File: config.mk
export PLATFORM = sky130hd
export DESIGN_NAME = cache_ri
export DESIGN_NICKNAME = d
export VERILOG_FILES = /design/src/rtl/cache_ri.sv
export SDC_FILE = /design/constraint.sdc
export NUM_CORES = 1
export LEC_CHECK = 0
export BUFFER_PORTS_ARGS = -buffer_cell sky130_fd_sc_hd__buf_2
export CAP_MARGIN = 20
export CORE_AREA = 3 3 149 151
export DETAILED_ROUTE_END_ITERATION = 12
export DIE_AREA = 0 0 152 154
export GPL_TIMING_DRIVEN = 0
export PLACE_DENSITY = 0.59
export SYNTH_ARGS = -nofsm -noshare
export SYNTH_HDL_FRONTEND = slang
export SYNTH_SLANG_ARGS = --single-unit
export TNS_END_PERCENT = 10
File: constraint.sdc
create_clock -name clk -period 2.5 [get_ports clk]
set_clock_uncertainty 0.15 [all_clocks]
set_input_delay 0.75 -clock clk [delete_from_list [all_inputs] [get_ports clk]]
set_output_delay 0.75 -clock clk [all_outputs]
set_load 0.05 [all_outputs]
File: src/rtl/cache_ri.sv
// rtl/cache_ri.sv - replace/IO responder for the L1 cache
// Services line refills (with dirty write-back), uncached bus accesses and whole-cache invalidation.
module cache_ri #(
  parameter int SIZE            = 8 * 1024,
  parameter int DATA_ADDR_WIDTH = $clog2(SIZE / 16),
  parameter int SET_WIDTH       = DATA_ADDR_WIDTH - 4,
  parameter int TAG_ADDR_WIDTH  = 32 - (DATA_ADDR_WIDTH + 2)
) (
  input  logic                         clk,
  input  logic                         rest,
  input  logic [3:0]                   ri_cmd,
  input  logic                         ri_cmd_valid,
  output logic                         ri_cmd_ready,
  output logic [31:0]                  ri_rsp_data,
  input  logic [31:0]                  rw_address,
  input  logic [3:0]                   rw_byteEnable,
  input  logic                         rw_read,
  input  logic                         rw_write,
  input  logic [31:0]                  rw_writeData,
  output logic                         ri_isRequest,
  input  logic                         ctr_invalidate,
  output logic [31:0]                  m0_address,
  output logic [3:0]                   m0_byteEnable,
  output logic                         m0_read,
  output logic                         m0_write,
  output logic [31:0]                  m0_writeData,
  input  logic [31:0]                  m0_readData,
  input  logic                         m0_waitRequest,
  input  logic                         m0_readDataValid,
  output logic [DATA_ADDR_WIDTH-1:0]   data_address,
  output logic [1:0]                   data_channel,
  output logic                         data_writeEnable,
  output logic [31:0]                  data_writeData,
  input  logic [31:0]                  data_readData,
  output logic [SET_WIDTH-1:0]         tag_address,
  output logic [1:0]                   tag_channel,
  input  logic [31:0]                  tag_readData,
  output logic                         tag_writeEnable,
  output logic [31:0]                  tag_writeData,
  input  logic                         tag_isHaveFreeBlock,
  input  logic [1:0]                   tag_freeBlockNum,
  output logic [DATA_ADDR_WIDTH-2:0]   dre_address,
  output logic [1:0]                   dre_channel,
  output logic                         dre_writeEnable,
  output logic [7:0]                   dre_writeData
);

  localparam logic [3:0] IDLE      = 4'd0;
  localparam logic [3:0] IO_REQ    = 4'd1;
  localparam logic [3:0] IO_WAIT   = 4'd2;
  localparam logic [3:0] VICTIM    = 4'd3;
  localparam logic [3:0] WB_RD     = 4'd4;
  localparam logic [3:0] WB_REQ    = 4'd5;
  localparam logic [3:0] FILL_REQ  = 4'd6;
  localparam logic [3:0] FILL_WAIT = 4'd7;
  localparam logic [3:0] TAG_WR    = 4'd8;
  localparam logic [3:0] INV       = 4'd9;
  localparam logic [3:0] DONE      = 4'd10;

  localparam logic [3:0] CMD_RB   = 4'd1;
  localparam logic [3:0] CMD_IORW = 4'd2;
  localparam logic [3:0] CMD_CTR  = 4'd3;

  logic [3:0]                state;
  logic                      victimPhase;
  logic [1:0]                way;
  logic [1:0]                rr;
  logic [3:0]                word;
  logic [TAG_ADDR_WIDTH-1:0] oldTag;
  logic [31:0]               rspData;
  logic                      isRequest;
  logic [SET_WIDTH+1:0]      invCount;

  logic [SET_WIDTH-1:0]      setIdx;
  logic [TAG_ADDR_WIDTH-1:0] curTag;
  logic [1:0]                wayPick;
  logic                      invLast;
  logic                      unusedTagBits;

  assign setIdx        = rw_address[DATA_ADDR_WIDTH+1:6];
  assign curTag        = rw_address[31:DATA_ADDR_WIDTH+2];
  assign wayPick       = tag_isHaveFreeBlock ? tag_freeBlockNum : rr;
  assign invLast       = &invCount;
  assign unusedTagBits = ^tag_readData[29:TAG_ADDR_WIDTH];

  assign ri_isRequest = isRequest;
  assign ri_rsp_data  = rspData;

  always_ff @(posedge clk) begin
    if (rest) begin
      state       <= IDLE;
      victimPhase <= 1'b0;
      way         <= 2'd0;
      rr          <= 2'd0;
      word        <= 4'd0;
      oldTag      <= '0;
      rspData     <= 32'd0;
      isRequest   <= 1'b0;
      invCount    <= '0;
    end else begin
      // A new invalidate request beats the clear in INV's final cycle.
      if (ctr_invalidate)
        isRequest <= 1'b1;
      else if (state == INV && invLast)
        isRequest <= 1'b0;

      case (state)
        IDLE: begin
          if (ri_cmd_valid) begin
            word        <= 4'd0;
            victimPhase <= 1'b0;
            invCount    <= '0;
            case (ri_cmd)
              CMD_IORW: state <= IO_REQ;
              CMD_RB:   state <= VICTIM;
              CMD_CTR:  state <= INV;
              default:  state <= DONE;
            endcase
          end
        end
        IO_REQ: begin
          if (!m0_waitRequest)
            state <= rw_write ? DONE : IO_WAIT;
        end
        IO_WAIT: begin
          if (m0_readDataValid) begin
            rspData <= m0_readData;
            state   <= DONE;
          end
        end
        VICTIM: begin
          // Phase 0 picks the way and addresses the tag RAM; phase 1 sees its tag.
          if (!victimPhase) begin
            way         <= wayPick;
            victimPhase <= 1'b1;
            if (!tag_isHaveFreeBlock)
              rr <= rr + 2'd1;
          end else begin
            oldTag <= tag_readData[TAG_ADDR_WIDTH-1:0];
            state  <= (tag_readData[31] && tag_readData[30]) ? WB_RD : FILL_REQ;
          end
        end
        WB_RD: state <= WB_REQ;
        WB_REQ: begin
          if (!m0_waitRequest) begin
            word  <= word + 4'd1;
            state <= (word == 4'd15) ? FILL_REQ : WB_RD;
          end
        end
        FILL_REQ: begin
          if (!m0_waitRequest)
            state <= FILL_WAIT;
        end
        FILL_WAIT: begin
          if (m0_readDataValid) begin
            if (word == rw_address[5:2])
              rspData <= m0_readData;
            word  <= word + 4'd1;
            state <= (word == 4'd15) ? TAG_WR : FILL_REQ;
          end
        end
        TAG_WR: state <= DONE;
        INV: begin
          invCount <= invCount + 1'b1;
          if (invLast)
            state <= DONE;
        end
        DONE:    state <= IDLE;
        default: state <= IDLE;
      endcase
    end
  end

  // RAM write enables are gated by reset so nothing lands in the reset cycle.
  always_comb begin
    ri_cmd_ready     = 1'b0;
    m0_address       = 32'd0;
    m0_byteEnable    = 4'd0;
    m0_read          = 1'b0;
    m0_write         = 1'b0;
    m0_writeData     = 32'd0;
    data_address     = '0;
    data_channel     = 2'd0;
    data_writeEnable = 1'b0;
    data_writeData   = 32'd0;
    tag_address      = '0;
    tag_channel      = 2'd0;
    tag_writeEnable  = 1'b0;
    tag_writeData    = 32'd0;
    dre_address      = '0;
    dre_channel      = 2'd0;
    dre_writeEnable  = 1'b0;
    dre_writeData    = 8'd0;
    case (state)
      IO_REQ: begin
        m0_address    = rw_address;
        m0_byteEnable = rw_byteEnable;
        m0_read       = rw_read;
        m0_write      = rw_write;
        m0_writeData  = rw_writeData;
      end
      VICTIM: begin
        tag_address = setIdx;
        tag_channel = victimPhase ? way : wayPick;
      end
      WB_RD: begin
        data_address = {setIdx, word};
        data_channel = way;
      end
      WB_REQ: begin
        data_address  = {setIdx, word};
        data_channel  = way;
        m0_write      = 1'b1;
        m0_address    = {oldTag, setIdx, word, 2'b00};
        m0_byteEnable = 4'hF;
        m0_writeData  = data_readData;
      end
      FILL_REQ: begin
        data_address  = {setIdx, word};
        data_channel  = way;
        m0_read       = 1'b1;
        m0_address    = {rw_address[31:6], word, 2'b00};
        m0_byteEnable = 4'hF;
      end
      FILL_WAIT: begin
        data_address     = {setIdx, word};
        data_channel     = way;
        data_writeEnable = m0_readDataValid && !rest;
        data_writeData   = m0_readData;
        dre_address      = {setIdx, word[3:1]};
        dre_channel      = way;
        if (m0_readDataValid && word[0] && !rest) begin
          dre_writeEnable = 1'b1;
          dre_writeData   = 8'hFF;
        end
      end
      TAG_WR: begin
        tag_address     = setIdx;
        tag_channel     = way;
        tag_writeEnable = !rest;
        tag_writeData   = {1'b1, 1'b0, {(30 - TAG_ADDR_WIDTH){1'b0}}, curTag};
      end
      INV: begin
        tag_address     = invCount[SET_WIDTH+1:2];
        tag_channel     = invCount[1:0];
        tag_writeEnable = !rest;
      end
      DONE: ri_cmd_ready = 1'b1;
      default: ;
    endcase
  end

endmodule
* Yosys cells after proc, flatten, opt, wreduce, memory -nomap -nowiden *
Cells that the tools add are included.

operators by class
  add/sub/neg operators = 3
  eq/ne operators = 24
  muxes and demuxes = 50
  bitwise gates (word level) = 2
  reduce and logical (&&, ||, !) cells = 24

operators by type and width
  kind                                                  number
  two-way mux 32 bit                                    5
  case mux 32 bit (2 select lines)                      2
  case mux 32 bit (3 select lines)                      1
  two-way mux 4 bit                                     13
  case mux 4 bit (10 select lines)                      1
  two-way mux 8 bit                                     3
  case mux 4 bit (3 select lines)                       2
  inequality test 2 bit (second input constant)         9
  equality test 4 x 2 -> 1 bit (second input constant)  4
  equality test 4 x 3 -> 1 bit (second input constant)  4
  equality test 4 bit (second input constant)           4
  case mux 7 bit (2 select lines)                       1
  two-way mux 2 bit                                     6
  case mux 5 bit (2 select lines)                       1
  two-way mux 9 bit                                     1
  equality test 4 x 1 -> 1 bit (second input constant)  2
  two-way mux 1 bit                                     8
  case mux 4 bit (2 select lines)                       1
  AND reduction 4 bit                                   2
  AND reduction 8 bit                                   1
  nonzero test 2 bit                                    4
  adder 7 x 1 -> 7 bit (second input constant)          1
  two-way mux 7 bit                                     1
  AND reduction 7 bit                                   1
  other kinds (14)                                      25

storage, ports and cells
  flip-flop bits (word level) = 74
  bits of input ports = 179
  output and inout port bits = 207
  word-level logic and storage cells = 112

* Logic depth before layout (Yosys ltp) *
Gate-level depths: netlist of the first run.

  word-level depth = 4
  depth in mapped cells = 8
  gate-level depth less buffers = 6

* Least setup slack after synthesis of the first run *
Ideal clock, no wire load.

  kind = input -> output
  from = input rest
  to = output dre_writeData[0]
  data arrival time = 2.424 ns
  data required time = 1.600 ns
  setup slack = -0.824 ns
  stages = 5
  buffers on the path = 2
  cell sequence = clkbuf_1 > inv_1 > and3_1 > and2_1 > buf_4

on the way
  longest elaborated chain between the ends = 4

RTL lines
  element            line  RTL
  from (decl)        10    input logic rest,
  logical NOT 1 bit  232   if (m0_readDataValid && word[0] && !rest) begin
  logical AND 1 bit  232
  two-way mux 8 bit  232
  two-way mux 8 bit  194   case (state)
  to (decl)          45    output logic [7:0] dre_writeData

No other way between the ends.

* Worst setup path in the final report of the first run *
  from = register state[2]
  to = output m0_byteEnable[0]

on the way
  longest elaborated chain between the ends = 3
  elaborated cells between the ends (all ways) = 5
  those cells by class = 3 x eq/ne; 1 x mux; 1 x reduce/logical

RTL lines
  element                            line  RTL
  from (decl)                        64    logic [3:0] state;
  from (signal assigned)             123   state <= rw_write ? DONE : IO_WAIT;
  from (signal assigned)             140   state <= (tag_readData[31] && tag_readData[30]) ? WB_RD : FILL_REQ;
  from (signal assigned)             147   state <= (word == 4'd15) ? FILL_REQ : WB_RD;
  equality test 4 x 3 -> 1 bit       194
  OR reduction 2 bit (no line)       --
  case mux 4 bit (2 select lines) *  194
  to (decl)                          23    output logic [3:0] m0_byteEnable,

Every way passes the cells marked *; elsewhere a longest branch is shown, timed or not.

==> flow_metrics.env, run 1 <==
export IMPL_synth_yosys_seq_area_share_pct=31.85
export IMPL_critical_path_max_fanout=10
export IMPL_max_cap_viol_count=0
export IMPL_layout_setup_ws_ns=-0.3475
export IMPL_post_drt_wl_per_cell_um=19.47
export IMPL_netlist_instances=588
export IMPL_antenna_found_initial=6
export IMPL_drc_errors=0
export IMPL_drtAntennaViolNets=0
export IMPL_met3WireLength_um=1687
export IMPL_cts_made_buffers=9
export IMPL_grt_ovfl_total=0
export IMPL_synth_avg_cell_area_um2=7.909
export IMPL_dr_pass1_iters=4
export IMPL_ys_warnings_count=0
export IMPL_via_count=6059
export IMPL_cp_end_kind="output port"
export IMPL_grt_pass1_wl_um=35000
export IMPL_synth_edff_count=0
export IMPL_grtUsageTotal_pct=19.02
export IMPL_cts_root_buffer="clkbuf_16"
export IMPL_io_pins=386
export IMPL_status="complete, but fails checks"
export IMPL_routed_wl_um=24850
export IMPL_die_h_um=154
export IMPL_worst_setup_path_type="reg2out"
export IMPL_netlist_top_cells_area="dfxtp_1 32%, a22o_1 11%, and2_1 10%, mux2i_1 7.5%, nand2_1 5.2%"
export IMPL_hold_viol_final=0
export IMPL_grt_max_degree=14
export IMPL_h_tree_depth=3
export IMPL_met1_length_um=9438
export IMPL_syn_area_mm2=0.004651
export IMPL_synthTopCellsByCount="77 x and2_1, 74 x dfxtp_1, 64 x nand2_1"
export IMPL_rsz0062_at_grt="yes"
export IMPL_required_ns=1.60
export IMPL_synth_main_ff_cell="dfxtp_1"
export IMPL_fmax_mhz=351.2
export IMPL_final_layout_size_suffix_gt1_share_pct=60.60
export IMPL_violations="negative setup slack"
export IMPL_portBuffers=365
export IMPL_cts_sinks=74
export IMPL_worstMarginPinSlew_ns=0.7322
export IMPL_die_area_mm2=0.02341
export IMPL_clock_latency_ns=0.33
export IMPL_core_mm2=0.02096
export IMPL_hold_path_class="reg2reg"
export IMPL_async_flop_share_pct=0
export IMPL_p_leak_nw=4.846
export IMPL_wl_met2_um=13330
export IMPL_fp_dieW_um=152
export IMPL_period_needed_ns=2.848
export IMPL_setup_tns_ns=-29.60
export IMPL_max_stage_delay_ns=0.35
export IMPL_maxSlewViolCount=0
export IMPL_highest_layer="met5"
export IMPL_start_kind="flop"
export IMPL_cts_tree="yes"
export IMPL_areaGrowthSynthToFinish_pct=110.6
export IMPL_synthMostInstantiatedCell="and2_1"
export IMPL_ys_types=48
export IMPL_clk_pin_slew_ns=0.06
export IMPL_crit_chain="buf_6, and2b_2, nand2b_4, nor2_4, buf_12, buf_8, a21o_1, buf_6"
export IMPL_initial_utilization_pct=22.19
export IMPL_clockBufferDepth=2
export IMPL_hpwlAfterDp_um=18060
export IMPL_placementRows=53
export IMPL_synth_largest_area_cell="dfxtp_1"
export IMPL_irDropWorstVdd_v=0.0003260
export IMPL_cpMostUsedCell="buf_6"
export IMPL_via_per_inst=4.748
export IMPL_cp_arrival_ns=1.95
export IMPL_crit_slowest_cell="dfxtp_4"
export IMPL_fin_nets=1176
export IMPL_synth_top_area_share_pct=31.85
export IMPL_drtIter0Drc=316
export IMPL_powerDensity_mw_per_mm2=595.7
export IMPL_first_global_vias=6024
export IMPL_setup_violations=149
export IMPL_holdWs_ns=0.3112
export IMPL_gp_congestion=0.8940
export IMPL_fin_crit_sh_pct=113.9
export IMPL_ys_seq_elements=74
export IMPL_maxSlewHeadroom_pct=51.19
## kinds of logic (layout without fill, tap and decap cells)
kind of cell	count (synthesis)	count (layout)	synth area share, %
compound gates	140	140	21.20
xor+xnor	7	7	1.318
fa+ha+maj	2	2	0.5380
buf+inv	69	471	7.748
flops	74	74	31.85
mux	40	40	8.744
other cells	1	11	0.08063
simple gates	255	256	28.52
## layout by cell type, fill, tap and decap left out, types with 4 or more instances in the layout
master,count
buf_2,209
buf_8,99
dfxtp_1,70
buf_6,66
nand2_1,62
nor2_1,47
a22o_4,39
buf_4,37
and2_1,37
mux2i_1,35
a21oi_1,35
and2_4,32
o21ai_0,19
a22o_2,17
clkbuf_16,14
clkbuf_4,12
buf_12,11
conb_1,10
and2_2,9
clkbuf_1,9
nor2_4,8
nor2b_4,8
nand3_1,7
a21o_1,6
xor2_1,6
mux2_2,5
nand2b_1,5
a22oi_2,4
and3_1,4
## flip-flops by register name (all words and copies together) (netlist names)
name / cells
oldTag: 21
victimPhase: 1
state: 4
way: 2
invCount: 7
ri_rsp_data: 32
ri_isRequest: 1
rr: 2
word: 4
## report_power, final
group          total, mW  leakage (nW)  switching [mW]  internal (mW)
combinational       3.10          4.10            1.83           1.26
clock               1.41         0.145           0.533          0.876
sequential          1.33         0.600          0.0595           1.27
## area by class of cell
| class | instances | area, um^2 |
|---|---|---|
| Fill cell | 1893 | 11160 |
| Buffer | 62 | 723.2 |
| Timing Repair Buffer | 388 | 3337 |
| Sequential cell | 74 | 1489 |
| Clock buffer | 10 | 229.0 |
| Tap cell | 275 | 344.1 |
| Inverter | 5 | 21.27 |
| Clock inverter | 6 | 91.34 |
| Multi-Input combinational cell | 455 | 3557 |
| Antenna cell | 1 | 2.502 |
## final timing paths
path,startpoint,to,slack [ns],cells past startpoint
max,state[2]$_SDFFE_PP0P_,m0_byteEnable[0],-0.35,8
min,oldTag[20]$_SDFFE_PP0P_,oldTag[20]$_SDFFE_PP0P_,0.31,2
max reg2reg,word[2]$_SDFFE_PP0P_,ri_rsp_data[0]$_SDFFE_PP0P_,-0.01,6
min reg2reg,oldTag[20]$_SDFFE_PP0P_,oldTag[20]$_SDFFE_PP0P_,0.31,2
## layer usage
layer	up-vias	global-route usage, %
met5	-	0
met4	6	5.094
met3	31	4.785
met2	294	35.01
met1	2893	21.89
li1	2835	-
## through the flow
stage	cells	setup WS (ns)	total power [mW]	util, %	cell area, um^2
after floorplan	597	-0.1681	3.050	-	4969
after global placement	1237	-0.8752	3.637	34.07	7139
after detailed placement	1237	-0.8975	3.645	34.07	7139
after CTS	1270	-0.3180	5.590	42.78	8965
after global routing	1275	-0.4161	6.081	46.73	9792
final	1276	-0.3475	5.835	46.74	9794
## worst max-delay path, delay by kind of cell, from the launching register on
| kind | cells | cell delay [ns] |
|---|---|---|
| and+or+nand+nor | 3 | 0.50 |
| buffers and inverters | 4 | 0.59 |
| AOI/OAI and AO/OA | 1 | 0.16 |
| DFF | 1 | 0.35 |
## what timing repair did
action | 4_1_cts | 5_1_grt
setup endpoints to repair | 196 | 191
gates cloned | 3 | 0
gates resized for setup | 363 | 266
hold buffers | 0 | 0
setup buffers | 16 | 8
pin swaps | 9 | 36
Power figures use the tool's default switching activity.
==> run 2: changes to the inputs <==
--- a/config.mk
+++ b/config.mk
@@ -12,6 +12,7 @@
 export DIE_AREA = 0 0 152 154
 export GPL_TIMING_DRIVEN = 0
 export PLACE_DENSITY = 0.59
+export SETUP_SLACK_MARGIN = 0.5
 export SYNTH_ARGS = -nofsm -noshare
 export SYNTH_HDL_FRONTEND = slang
 export SYNTH_SLANG_ARGS = --single-unit
==> run 2 against run 1 <==
- the flow still finishes with violations (negative setup slack)
- setup slack worse by 0.045 ns
- clock power is 5% higher
- maximum frequency is 1.5% lower
- utilization is 0.41 points lower
- final area is 0.87% lower
- cell count is 0.24% lower
- die area stayed put
- first-iteration DRC count is 14% lower
- largest power group unchanged
==> flow_metrics.env, run 2 (same netlist as run 1, synthesis figures left out) <==
export IMPL_max_stage_delay_ns=0.36
export IMPL_final_area_mm2=0.009709
export IMPL_fin_cells=1273
export IMPL_cp_end_kind="output port"
export IMPL_rsz0062_at_grt="yes"
export IMPL_dpl_cell_area_mm2=0.007249
export IMPL_crit_reg2reg_launch="word[3]$_SDFFE_PP0P_"
export IMPL_gp_congestion=0.8457
export IMPL_final_layout_size_suffix_gt1_share_pct=63.93
export IMPL_crit_chain="buf_6, and2b_2, nand2b_4, nor2_4, buf_6, buf_6, nor2_4, buf_12, nor2b_4, buf_8"
export IMPL_hpwlAfterDp_um=17890
export IMPL_via_per_inst=4.621
export IMPL_via_count=5883
export IMPL_drtIter0Drc=273
export IMPL_setup_violations=118
export IMPL_critical_path_max_fanout=7
export IMPL_cpMostUsedCell="buf_6"
export IMPL_portBuffers=365
export IMPL_final_cell_mix="204 x buf_2, 103 x buf_8, 86 x buf_6"
export IMPL_fp_dieW_um=152
export IMPL_grt_pass1_wl_um=34360
export IMPL_worst_setup_path_type="reg2out"
export IMPL_hold_path_startpoint="oldTag[10]$_SDFFE_PP0P_"
export IMPL_n_antenna_cell=0
export IMPL_post_place_ws_ns=-0.8278
export IMPL_hold_path_class="reg2reg"
export IMPL_critPathBufInv=5
export IMPL_crit_slowest_cell="dfxtp_4"
export IMPL_startpoint="state[2]$_SDFFE_PP0P_"
export IMPL_combPwrFrac_pct=52.1
export IMPL_period_needed_ns=2.892
export IMPL_die_h_um=154
export IMPL_holdWs_ns=0.3105
export IMPL_ctsHoldBuffers=0
export IMPL_h_tree_depth=3
export IMPL_p_switching_mw=2.427
export IMPL_p_int_mw=3.418
export IMPL_antenna_found_initial=0
export IMPL_maxSlewViolCount=0
export IMPL_clock_latency_ns=0.33
export IMPL_critPathTopFamily="buffers and inverters"
export IMPL_wl_met2_um=12570
export IMPL_worstMarginPinSlew_ns=0.6424
export IMPL_clockPowerShare_pct=25.2
export IMPL_post_drt_wl_per_cell_um=18.54
export IMPL_p_leak_nw=4.736
export IMPL_die_area_mm2=0.02341
export IMPL_swShare_pct=41.52
export IMPL_sequentialPowerShare_pct=22.7
export IMPL_cts_tree="yes"
export IMPL_cts_made_buffers=9
export IMPL_hold_viol_final=0
export IMPL_start_kind="flop"
export IMPL_cts_sinks=74
export IMPL_clk_pin_slew_ns=0.07
export IMPL_irDropWorstVdd_v=0.0003001
export IMPL_core_mm2=0.02096
export IMPL_required_ns=1.60
export IMPL_drtAntennaViolNets=0
export IMPL_dr_pass1_iters=4
export IMPL_cp_arrival_ns=1.99
export IMPL_powerDensity_mw_per_mm2=602.0
export IMPL_met3WireLength_um=1464
export IMPL_placementRows=53
export IMPL_first_global_vias=6057
export IMPL_grtUsageTotal_pct=18.50
export IMPL_initial_utilization_pct=22.19
export IMPL_cts_root_buffer="clkbuf_16"
export IMPL_max_cap_viol_count=0
export IMPL_maxSlewHeadroom_pct=57.17
export IMPL_clockBufferDepth=2
export IMPL_finalPower_mw=5.845
export IMPL_routed_wl_um=23600
export IMPL_highest_layer="met4"
export IMPL_layout_commonest_cell="buf_2"
export IMPL_areaGrowthSynthToFinish_pct=108.8
export IMPL_grt_ovfl_total=0
export IMPL_io_pins=386
export IMPL_violations="negative setup slack"
export IMPL_fmax_mhz=345.8
export IMPL_drc_errors=0
export IMPL_layout_setup_ws_ns=-0.3921
export IMPL_fin_crit_sh_pct=115.7
export IMPL_largest_register_ffs=32
export IMPL_met1_length_um=9221
export IMPL_fin_nets=1174
export IMPL_grt_max_degree=15
export IMPL_dp_cells=1237
export IMPL_status="complete, but fails checks"
run 2: layout make-up:
type                       count  area, um^2
buffer                        64       711.9
inverter                       5       23.77
clock inverter                 6       95.09
clock buffer                  10       239.0
fill                        1954       11250
timing repair buffer         385        3373
tap                          275       344.1
multi-input combinational    454        3427
sequential                    74        1495
run 2: path summary, 6_finish.rpt:
kind	slack, ns	cells past startpoint	to
worst max-delay path	-0.39	10	m0_address[8]
worst min-delay path	0.31	2	oldTag[10]$_SDFFE_PP0P_
worst max register to register	0.24	6	ri_rsp_data[5]$_SDFFE_PP0P_
worst min register to register	0.31	2	oldTag[10]$_SDFFE_PP0P_
run 2: worst register-to-register path: cells and delay by family, from the launching register on:
| family | cells | cell delay, ns |
|---|---|---|
| buffers and inverters | 1 | 0.33 |
| flip-flops | 1 | 0.47 |
| XOR/XNOR | 1 | 0.13 |
| AND/OR/NAND/NOR | 2 | 0.44 |
| multiplexers | 1 | 0.21 |
| AO/OA/AOI/OAI | 1 | 0.42 |
run 2: what timing repair did:
item	CTS	global route
cloned	0	0
gates resized for setup	436	147
pin swaps	32	44
setup endpoints to repair	228	202
buffers inserted	14	6
run 2: stage by stage:
stage / TNS [ns] / util, %
finish: -30.03 / 46.33
detailed placement: -79.39 / 34.60
CTS: -32.05 / 43.71
floorplan: -3.315 / -
global route: -38.01 / 46.33
global placement: -75.66 / 34.60
run 2: power by group through the flow:
stage | sequential, mW | clock, mW | combinational (mW)
floorplan | 1.57 | 0 | 1.59
global placement | 1.34 | 0 | 2.40
detailed placement | 1.34 | 0 | 2.41
CTS | 1.32 | 1.52 | 2.92
global route | 1.33 | 1.56 | 3.19
finish | 1.33 | 1.48 | 3.04
run 2: routing by layer:
| layer | vias to the layer above | GRT usage (%) |
|---|---|---|
| met5 | - | 0 |
| li1 | 2837 | - |
| met3 | 15 | 4.560 |
| met4 | 0 | 4.238 |
| met2 | 251 | 34.93 |
| met1 | 2780 | 20.92 |
